$ cat src/rtl/reset_sequencer.sv
// reset_sequencer
// Holds every downstream reset for a minimum width, then frees the stages
// one at a time. Each release waits out a programmable delay and a ready
// handshake from the stage freed before it. A software request from the
// processor, honoured only once everything is running, restarts the whole
// sequence and is answered with a one-cycle acknowledge.
module reset_sequencer #(
  parameter int N_STAGES   = 3,
  parameter int MIN_ASSERT = 8,
  parameter int STAGE_DLY  = 16,
  parameter int CNT_W      = 8
) (
  input  logic                clock,
  input  logic                reset,
  input  logic                soft_rst_req,
  input  logic [N_STAGES-1:0] stage_ok,
  output logic [N_STAGES-1:0] rst_out,
  output logic                seq_done,
  output logic                soft_rst_ack
);

  localparam int IDX_W = (N_STAGES > 1) ? $clog2(N_STAGES) : 1;

  localparam logic [CNT_W-1:0] ASSERT_LAST = CNT_W'(MIN_ASSERT - 1);
  localparam logic [CNT_W-1:0] DLY_LAST    = CNT_W'(STAGE_DLY - 1);
  localparam logic [IDX_W-1:0] LAST_IDX    = IDX_W'(N_STAGES - 1);

  typedef enum logic [1:0] {
    ST_ASSERT,
    ST_RELEASE,
    ST_RUN
  } state_t;

  state_t           state;
  logic [CNT_W-1:0] cnt;
  logic [IDX_W-1:0] idx;
  logic             prev_ok;

  // Ready flag of the stage freed just before the one now waiting (idx-1).
  // A loop is used rather than a direct index so a single-stage build needs
  // no out-of-range selects.
  always_comb begin
    prev_ok = 1'b0;
    for (int k = 0; k < N_STAGES; k++) begin
      if (k + 1 == int'(idx)) begin
        prev_ok = stage_ok[k];
      end
    end
  end

  // Sequencer state machine; every output is a register so the downstream
  // resets are glitch-free and change only on clock edges (or on reset).
  always_ff @(posedge clock or posedge reset) begin
    if (reset) begin
      state        <= ST_ASSERT;
      cnt          <= '0;
      idx          <= '0;
      rst_out      <= '1;
      seq_done     <= 1'b0;
      soft_rst_ack <= 1'b0;
    end else begin
      soft_rst_ack <= 1'b0;
      case (state)
        ST_ASSERT: begin
          if (cnt == ASSERT_LAST) begin
            rst_out[0] <= 1'b0;
            cnt        <= '0;
            if (N_STAGES == 1) begin
              state    <= ST_RUN;
              seq_done <= 1'b1;
            end else begin
              idx   <= IDX_W'(1);
              state <= ST_RELEASE;
            end
          end else begin
            cnt <= cnt + CNT_W'(1);
          end
        end

        ST_RELEASE: begin
          if (cnt != DLY_LAST) begin
            cnt <= cnt + CNT_W'(1);
          end else if (prev_ok) begin
            for (int k = 1; k < N_STAGES; k++) begin
              if (k == int'(idx)) begin
                rst_out[k] <= 1'b0;
              end
            end
            cnt <= '0;
            if (idx == LAST_IDX) begin
              state    <= ST_RUN;
              seq_done <= 1'b1;
            end else begin
              idx <= idx + IDX_W'(1);
            end
          end
        end

        ST_RUN: begin
          if (soft_rst_req) begin
            rst_out      <= '1;
            seq_done     <= 1'b0;
            soft_rst_ack <= 1'b1;
            cnt          <= '0;
            idx          <= '0;
            state        <= ST_ASSERT;
          end else begin
            rst_out  <= '0;
            seq_done <= 1'b1;
          end
        end

        default: begin
          state    <= ST_ASSERT;
          cnt      <= '0;
          idx      <= '0;
          rst_out  <= '1;
          seq_done <= 1'b0;
        end
      endcase
    end
  end

endmodule

$ cat config.mk
export PLATFORM = sky130hd
export DESIGN_NAME = reset_sequencer
export DESIGN_NICKNAME = d
export VERILOG_FILES = /design/src/rtl/reset_sequencer.sv
export SDC_FILE = /design/constraint.sdc
export NUM_CORES = 1
export LEC_CHECK = 0
export CAP_MARGIN = 25
export CELL_PAD_IN_SITES_DETAIL_PLACEMENT = 1
export CELL_PAD_IN_SITES_GLOBAL_PLACEMENT = 1
export CORE_MARGIN = 2
export CORE_UTILIZATION = 43
export CTS_CLUSTER_SIZE = 25
export DETAILED_ROUTE_END_ITERATION = 7
export GPL_ROUTABILITY_DRIVEN = 1
export PLACE_DENSITY_LB_ADDON = 0.1
export SLEW_MARGIN = 40
export SYNTH_ARGS = -nofsm -noshare
export SYNTH_HDL_FRONTEND = slang
export SYNTH_SLANG_ARGS = --single-unit
$ cat constraint.sdc
create_clock -name clock -period 2.3 [get_ports clock]
set_input_delay 0.46 -clock clock [delete_from_list [all_inputs] [get_ports clock]]
set_output_delay 0.46 -clock clock [all_outputs]
set_load 0.03 [all_outputs]
# Word-level counts from Yosys, hierarchy flattened
# Cells that the tools add are included.
[word_totals]
regBits = 17
input_bits = 6
out_inout_bits = 5
word_cells = 70
[op_classes]
n_addsub = 2
eq_ne = 17
muxes = 33
bitwise_logic = 2
reduce_logical = 8
[ops]
columns = ["op", "count"]
rows = [
  ["8-bit 2-to-1 mux", 4],
  ["8-bit case mux with 3 select lines", 1],
  ["2-bit 2-to-1 mux", 10],
  ["2-bit case mux with 3 select lines", 3],
  ["2-bit != test (second input constant)", 8],
  ["1-bit 2-to-1 mux", 12],
  ["4-bit AND reduction", 3],
  ["5-bit AND reduction", 2],
  ["8-bit by 1-bit adder with 8-bit output (second input constant)", 1],
  ["8-bit by 3-bit equality test with 1-bit output (second input constant)", 1],
  ["8-bit by 4-bit != test with 1-bit output (second input constant)", 1],
  ["1-bit case mux with 3 select lines", 2],
  ["2-bit equality test (first input constant)", 2],
  ["2-bit equality test (second input constant)", 2],
  ["2-bit AND reduction", 2],
  ["3-bit 2-to-1 mux", 1],
  ["3-bit != test (second input constant)", 1],
  ["2-bit by 1-bit adder with 2-bit output (second input constant)", 1],
  ["1-bit by 2-bit equality test with 1-bit output (first input constant)", 1],
  ["2-bit by 1-bit equality test with 1-bit output (second input constant)", 1],
  ["2-bit zero test", 1],
  ["1-bit inverter", 2],
]

# Depth between registers and ports, before layout
# Gate-level depths: netlist of the first run.
[logic_depth]
ltp_word = 7
mapped_depth = 7
depth_no_buf = 7

# Worst setup path after synthesis of the first run
# No wires, ideal clock.
[synth_timing]
kind = "reg-to-reg"
startpoint = "register cnt[4]"
endpoint = "register cnt[6]"
setup_time_ns = 0.126
arrival_ns = 1.806
required_time_ns = 2.174
setup_slack_ns = 0.368
path_stages_with_launch = 7
n_path_buf = 1
period_less_slack_ns = 1.932
cell_sequence = "dfrtp_1 -> or4_4 -> o21ai_2 -> and2_1 -> buf_6 -> nor2_4 -> a221o_1"
[synth_between]
elab_chain_cells = 3
[synth_lines]
columns = ["element", "line", "text"]
rows = [
  ["from (decl)", "35", "logic [CNT_W-1:0] cnt;"],
  ["from (signal assigned)", "76", "cnt <= cnt + CNT_W'(1);"],
  ["from (signal assigned)", "82", "cnt <= cnt + CNT_W'(1);"],
  ["8-bit by 1-bit adder with 8-bit output (tied with other cells)", "76, 82", ""],
  ["8-bit 2-to-1 mux (tied with other cells)", "81", "if (cnt != DLY_LAST) begin"],
  ["8-bit case mux with 3 select lines / 2-bit AND reduction (equally long branches)", "--", ""],
]
# Parallel ways exist; a longest one is shown, timed or not.
# A chain may end at the register's enable or synchronous reset.

# Worst setup path in the final report of the first run
[layout_timing]
startpoint = "register idx[0]"
endpoint = "register cnt[6]"
[layout_between]
elab_chain_cells = 6
[layout_lines]
columns = ["element", "line", "text"]
rows = [
  ["from (decl)", "36", "logic [IDX_W-1:0] idx;"],
  ["from (signal assigned)", "94", "idx <= idx + IDX_W'(1);"],
  ["2-bit equality test", "45", "if (k + 1 == int'(idx)) begin"],
  ["1-bit 2-to-1 mux (2 in a row)", "45", ""],
  ["1-bit 2-to-1 mux (*)", "45", ""],
  ["3-bit != test (no line) (*)", "--", ""],
  ["2-bit AND reduction (no line) (*)", "--", ""],
]
# Mark *: on every way between the ends. The rest lies on a longest branch, timed or not.

==> results.yml, run 1 <==
outcome:
  status: "complete, no violations"
timing:
  worst_pin_slew_ps: 679
  relSlewSlack_pct: 54.7
  fmax_mhz: 465
  finalCritPeriodShare_pct: 93.6
  setup_viol: 0
  finClkSkew_ps: 4.08
  setup_tns_ps: 0
  rsz0062_at_grt: "no"
  period_needed_ps: 2150
  finalHoldViolations: 0
  slew_viol_final: 0
final_layout:
  fill_cells: 281
  final_cell_mix: "dfrtp_1 (14), inv_1 (10), o21ai_0 (10), clkdlybuf4s50_1 (10), nand2_1 (9)"
  antenna_cells: 0
  finalInstanceArea_mm2: 0.00129
  area_growth_pct: 16.6
  drive_above_1_share_pct: 17.3
  final_nets: 143
  layout_commonest_cell: "dfrtp_1"
logic_synthesis:
  ys_ff_latch: 17
  syn-num-nets: 126
  synth_cells: 111
  avgSynthCellArea_um2: 9.94
  synth_area_mm2: 0.00110
  yosysUniqueCellTypes: 40
  synth-seq-area-share_pct: 38.9
  ys_warn_count: 0
pwr:
  leakage_nw: 0.580
  peakVddDrop_mv: 0.329
  power_density_mw_per_mm2: 379
place:
  place.gp.congestion: 0.743
  hpwl_mm: 1.98
  port_buffers: 10
  placed_area_mm2: 0.00125
worst_setup_path:
  worst-setup-path-type: "flop to flop"
  critical-path-top-delay-family: "compound AO/OA/AOI/OAI gates"
  slowest_stage: "o31ai_4"
  critPathRequiredTime_ps: 2500
  ff2ff_path_depth: 7
  end_kind: "flop"
  critPathMaxFanout: 8
  crit_arrival_ps: 2350
  crit_chain: "inv_1, ha_2, nand4bb_1, nand4_1, o31ai_4, nor2_4, a221o_1"
  start_kind: "flop"
  cp.depth: 7
  crit_buf_inv: 1
  max_stage_delay_ps: 520
clock_tree:
  cts_buffers: 3
  hold_buffers: 0
  cts_tree: "yes"
  cts-root-buf: "clkbuf_4"
  clk_latency_ps: 300
  cts.sinks: 17
  clockBufferDepth: 2
  cts.clk_slew.worst_paths_ps: 100
  h-tree-depth: 1
detailed_routing:
  drtIter0Drc: 9
  totalWireLength_mm: 2.58
  viasPerCell: 5.75
  ant_nets: 0
  dr.pass1.iters: 4
  drc_errors: 0
  dr_total_vias: 903
  wire_per_inst_um: 16.4
floorplanning:
  die_w_um: 54.7
  die_area_mm2: 0.00299
  core_mm2: 0.00245
  io_pins: 11
  initial_core_util_pct: 45.0
  rows: 18
  die_h_um: 54.7
job:
  cap_violations: 0
global_routing:
  grt_pass1_wl_mm: 4.42
  groute.usage.overall_pct: 21.3
  grt_pass1_vias: 922
  grt_overflow: 0
  grt_start_max_net_pins: 18
  grt_antenna_before_repair: 0
worst_hold_path:
  whs_path_depth: 2
  worstHoldPathType: "flop to flop"
per-stage QoR:
step | hold WS [ps] | std cells | setup WS (ps) | util [%] | total power [mW]
floorplan | 384 | 111 | 368 | - | 0.311
global placement | 483 | 152 | 170 | 50.9 | 0.322
detailed placement | 501 | 152 | 92.8 | 50.9 | 0.323
CTS | 516 | 156 | 72.8 | 51.9 | 0.492
global route | 540 | 157 | 23.2 | 52.4 | 0.515
finish | 517 | 157 | 147 | 52.4 | 0.487
Yosys cell counts (all sizes together):
master	instances	area, um^2
and3	1	6.26
mux2i	1	10.0
inv	10	37.5
nand3	5	25.0
a22oi	1	7.51
or4	1	11.3
o32ai	1	8.76
o31ai	4	43.8
dfstp	3	78.8
nand2b	2	20.0
a221o	1	10.0
mux2	2	26.3
nor3	3	15.0
buf	1	11.3
nand4	2	18.8
nor2b	3	18.8
o41ai	2	17.5
ha	9	113
dfrtp	14	350
a21boi	3	22.5
nand4bb	1	11.3
clkbuf	1	3.75
a2bb2oi	1	8.76
nand3b	2	15.0
o32a	1	10.0
or4b	1	10.0
o21ai	12	75.1
a21oi	3	15.0
nor2	6	30.0
nand2	9	33.8
a22o	2	17.5
and2	2	12.5
a211o	1	8.76
state kept, by name (all words and copies together), names as in the netlist:
register and cells:
idx 2, seq_done 1, rst_out 3, soft_rst_ack 1, state 2, cnt 8
power by group:
part           internal [mW]  switching (mW)  total, mW
combinational        0.00846         0.00920     0.0177
sequential             0.299               0      0.299
clock                 0.0677           0.103      0.170
total                  0.375           0.112      0.487
worst register-to-register path: stages (launching register included):
cell and delay, ps:
dfrtp_1 440, inv_1 80, ha_2 250, nand4bb_1 150, nand4_1 230, o31ai_4 520, nor2_4 90, a221o_1 300
worst paths after layout:
path,from,end,slack (ps)
max reg2reg,idx[0]$_DFFE_PP0P_,cnt[6]$_DFFE_PP0P_,150
max,idx[0]$_DFFE_PP0P_,cnt[6]$_DFFE_PP0P_,150
min,rst_out[1]$_DFFE_PP1P_,rst_out[1]$_DFFE_PP1P_,520
min in group asynchronous,reset,seq_done$_DFFE_PP0P_,550
min reg2reg,rst_out[1]$_DFFE_PP1P_,rst_out[1]$_DFFE_PP1P_,520
max in group asynchronous,reset,idx[0]$_DFFE_PP0P_,1320
final cells by class:
| class | instances | area [um^2] | area share [%] |
|---|---|---|---|
| Clock buffer | 4 | 26.3 | 2.04 |
| Inverter | 10 | 37.5 | 2.92 |
| Multi-Input combinational cell | 82 | 626 | 48.6 |
| Sequential cell | 17 | 429 | 33.4 |
| Tap cell | 30 | 37.5 | 2.92 |
| Timing Repair Buffer | 14 | 130 | 10.1 |
cells by family after synthesis:
logic type	after synthesis	synth area share [%]
compound gates	32	22.2
fa+ha+maj	9	10.2
buf+inv	12	4.76
flops	17	38.9
mux	3	3.29
simple gates	38	20.6
per-layer routing:
layer  track usage (%)  vias to the layer above  wire length (um)
met1              27.1                      454              1170
li1                  -                      434                 -
met2              35.5                       11              1300
met3              3.28                        4                73
met4              8.75                        0                32
met5                 0                        -                 0
what timing repair did:
action,in CTS,in global routing
gates resized for setup,0,2
setup endpoints to repair,0,3
buffers inserted,0,1
Power figures use the tool's default switching activity.
==> inputs of run 2 (changes only) <==
Settings changed: CORE_UTILIZATION 43 to 39.
Clock period 2.3 ns to 1.81 ns, I/O delays scaled along.
==> results.yml, run 2 (synthesized netlist as in run 1, its figures left out) <==
outcome:
  status: "finished with violations"
  violations: "negative setup slack"
worst_setup_path:
  critical-path-top-delay-family: "simple AND/OR/NAND/NOR gates"
  crit_buf_inv: 0
  start_kind: "flop"
  r2r_slack_ps: -110
  critPathRequiredTime_ps: 2000
  max_stage_delay_ps: 600
  r2r_start: "cnt[7]$_DFFE_PP0P_"
  slowest_stage: "or4_4"
  end_kind: "flop"
  crit_arrival_ps: 2110
  reg2reg_to: "cnt[6]$_DFFE_PP0P_"
  ff2ff_path_depth: 5
  critPathMaxFanout: 6
  worst-setup-path-type: "flop to flop"
  crit_chain: "or4_4, o21ai_4, and2_4, nor2_4, a221o_1"
pwr:
  p_clk_share_pct: 35.0
  power_frac_seq_pct: 60.4
  swShare_pct: 23.5
  comb_power_share_pct: 4.6
  leakage_nw: 0.721
  peakVddDrop_mv: 0.347
  p_int_mw: 0.481
  p_sw_mw: 0.148
  power_density_mw_per_mm2: 385
  power.total_mw: 0.629
detailed_routing:
  dr.pass1.iters: 4
  viasPerCell: 5.41
  ant_nets: 0
  drtIter0Drc: 13
  dr_total_vias: 990
  drc_errors: 0
  wire_per_inst_um: 16.5
  totalWireLength_mm: 3.02
timing:
  finalCritPeriodShare_pct: 106
  worst_pin_slew_ps: 470
  fmax_mhz: 521
  rsz0062_at_grt: "yes"
  setup_viol: 9
  relSlewSlack_pct: 68.6
  finalHoldViolations: 0
  slew_viol_final: 0
  period_needed_ps: 1920
  setup_tns_ps: -541
  timing.hold.ws_ps: 374
  finClkSkew_ps: 8.16
  fin_ws_ps: -108
floorplanning:
  die_area_mm2: 0.00327
  rows: 19
  io_pins: 11
  core_mm2: 0.00271
  initial_core_util_pct: 40.7
  die_w_um: 57.2
  die_h_um: 57.2
clock_tree:
  h-tree-depth: 1
  cts_buffers: 3
  cts.clk_slew.worst_paths_ps: 110
  clk_latency_ps: 300
  clockBufferDepth: 2
  cts.sinks: 17
  cts_tree: "yes"
  hold_buffers: 0
  cts-root-buf: "clkbuf_4"
worst_hold_path:
  worstHoldPathType: "input port to async pin"
place:
  dp.cells: 173
  hpwl_mm: 2.04
  dpl_worst_slack_ps: -234
  port_buffers: 10
  placed_area_mm2: 0.00141
  place.gp.congestion: 0.725
final_layout:
  final_nets: 168
  layout.cells.non_filler: 183
  final_util_pct: 60.3
  final_cell_mix: "buf_4 (24), dfrtp_1 (12), inv_1 (8), nand2_1 (7), clkdlybuf4s50_1 (7)"
  largest_reg_flops: 8
  finalInstanceArea_mm2: 0.00163
  layout_commonest_cell: "buf_4"
  largest_register: "cnt"
  drive_above_1_share_pct: 43.4
  antenna_cells: 0
  area_growth_pct: 48.1
  top_regs: "cnt: 8 flops, rst_out: 3 flops"
global_routing:
  groute.usage.overall_pct: 20.5
  grt_antenna_before_repair: 0
  grt_pass1_wl_mm: 5.24
  grt_pass1_vias: 1090
  grt_overflow: 0
  grt_start_max_net_pins: 18
job:
  cap_violations: 0
-- run 2: cell count changes in the layout (fill, tap and decap cells not counted), sizes merged --
cell / change
buf: +25
dlygate4sd2: +3
clkdlybuf4s50: -3
-- run 2: worst max-delay path by stage --
stage,depth (start not counted),endpoint,start,slack [ps]
final,5,cnt[6]$_DFFE_PP0P_,cnt[7]$_DFFE_PP0P_,-110
after global routing,5,cnt[6]$_DFFE_PP0P_,cnt[7]$_DFFE_PP0P_,-180
after CTS,5,state[1]$_DFFE_PP0P_,cnt[7]$_DFFE_PP0P_,-90
after detailed placement,6,cnt[2]$_DFFE_PP0P_,stage_ok[0],-230
after global placement,6,cnt[2]$_DFFE_PP0P_,stage_ok[0],-170
after floorplan,6,cnt[6]$_DFFE_PP0P_,cnt[5]$_DFFE_PP0P_,-70
-- run 2: repair_timing --
action                     in CTS  in global routing
gates resized for setup        18                 25
pin swaps                       3                  5
gates cloned                    0                  0
setup endpoints to repair      17                 16
buffers inserted                3                  3
-- run 2: layout make-up --
type / count / area (um^2)
clock buffer: 4 / 26.3
fill: 302 / 1080
tap: 31 / 38.8
sequential: 17 / 432
timing repair buffer: 39 / 333
inverter: 10 / 37.5
multi-input combinational: 82 / 767
-- run 2: power groups by stage --
stage / clock [mW] / sequential, mW / combinational (mW)
final: 0.220 / 0.380 / 0.0286
after floorplan: 0 / 0.387 / 0.00862
after global routing: 0.250 / 0.380 / 0.0322
after global placement: 0 / 0.387 / 0.0261
after detailed placement: 0 / 0.387 / 0.0267
after CTS: 0.230 / 0.380 / 0.0289
-- run 2: metal layers --
layer	wire (um)	up-vias	track usage (%)
met2	1740	8	36.9
li1	-	483	-
met1	1210	495	25.5
met3	43	4	2.27
met4	35	0	6.98
met5	0	-	0
-- run 2: worst register-to-register path, cell delays in order (launching register included) --
cell     delay, ps
dfrtp_1        400
or4_4          600
o21ai_4        220
and2_4         240
nor2_4          60
a221o_1        300
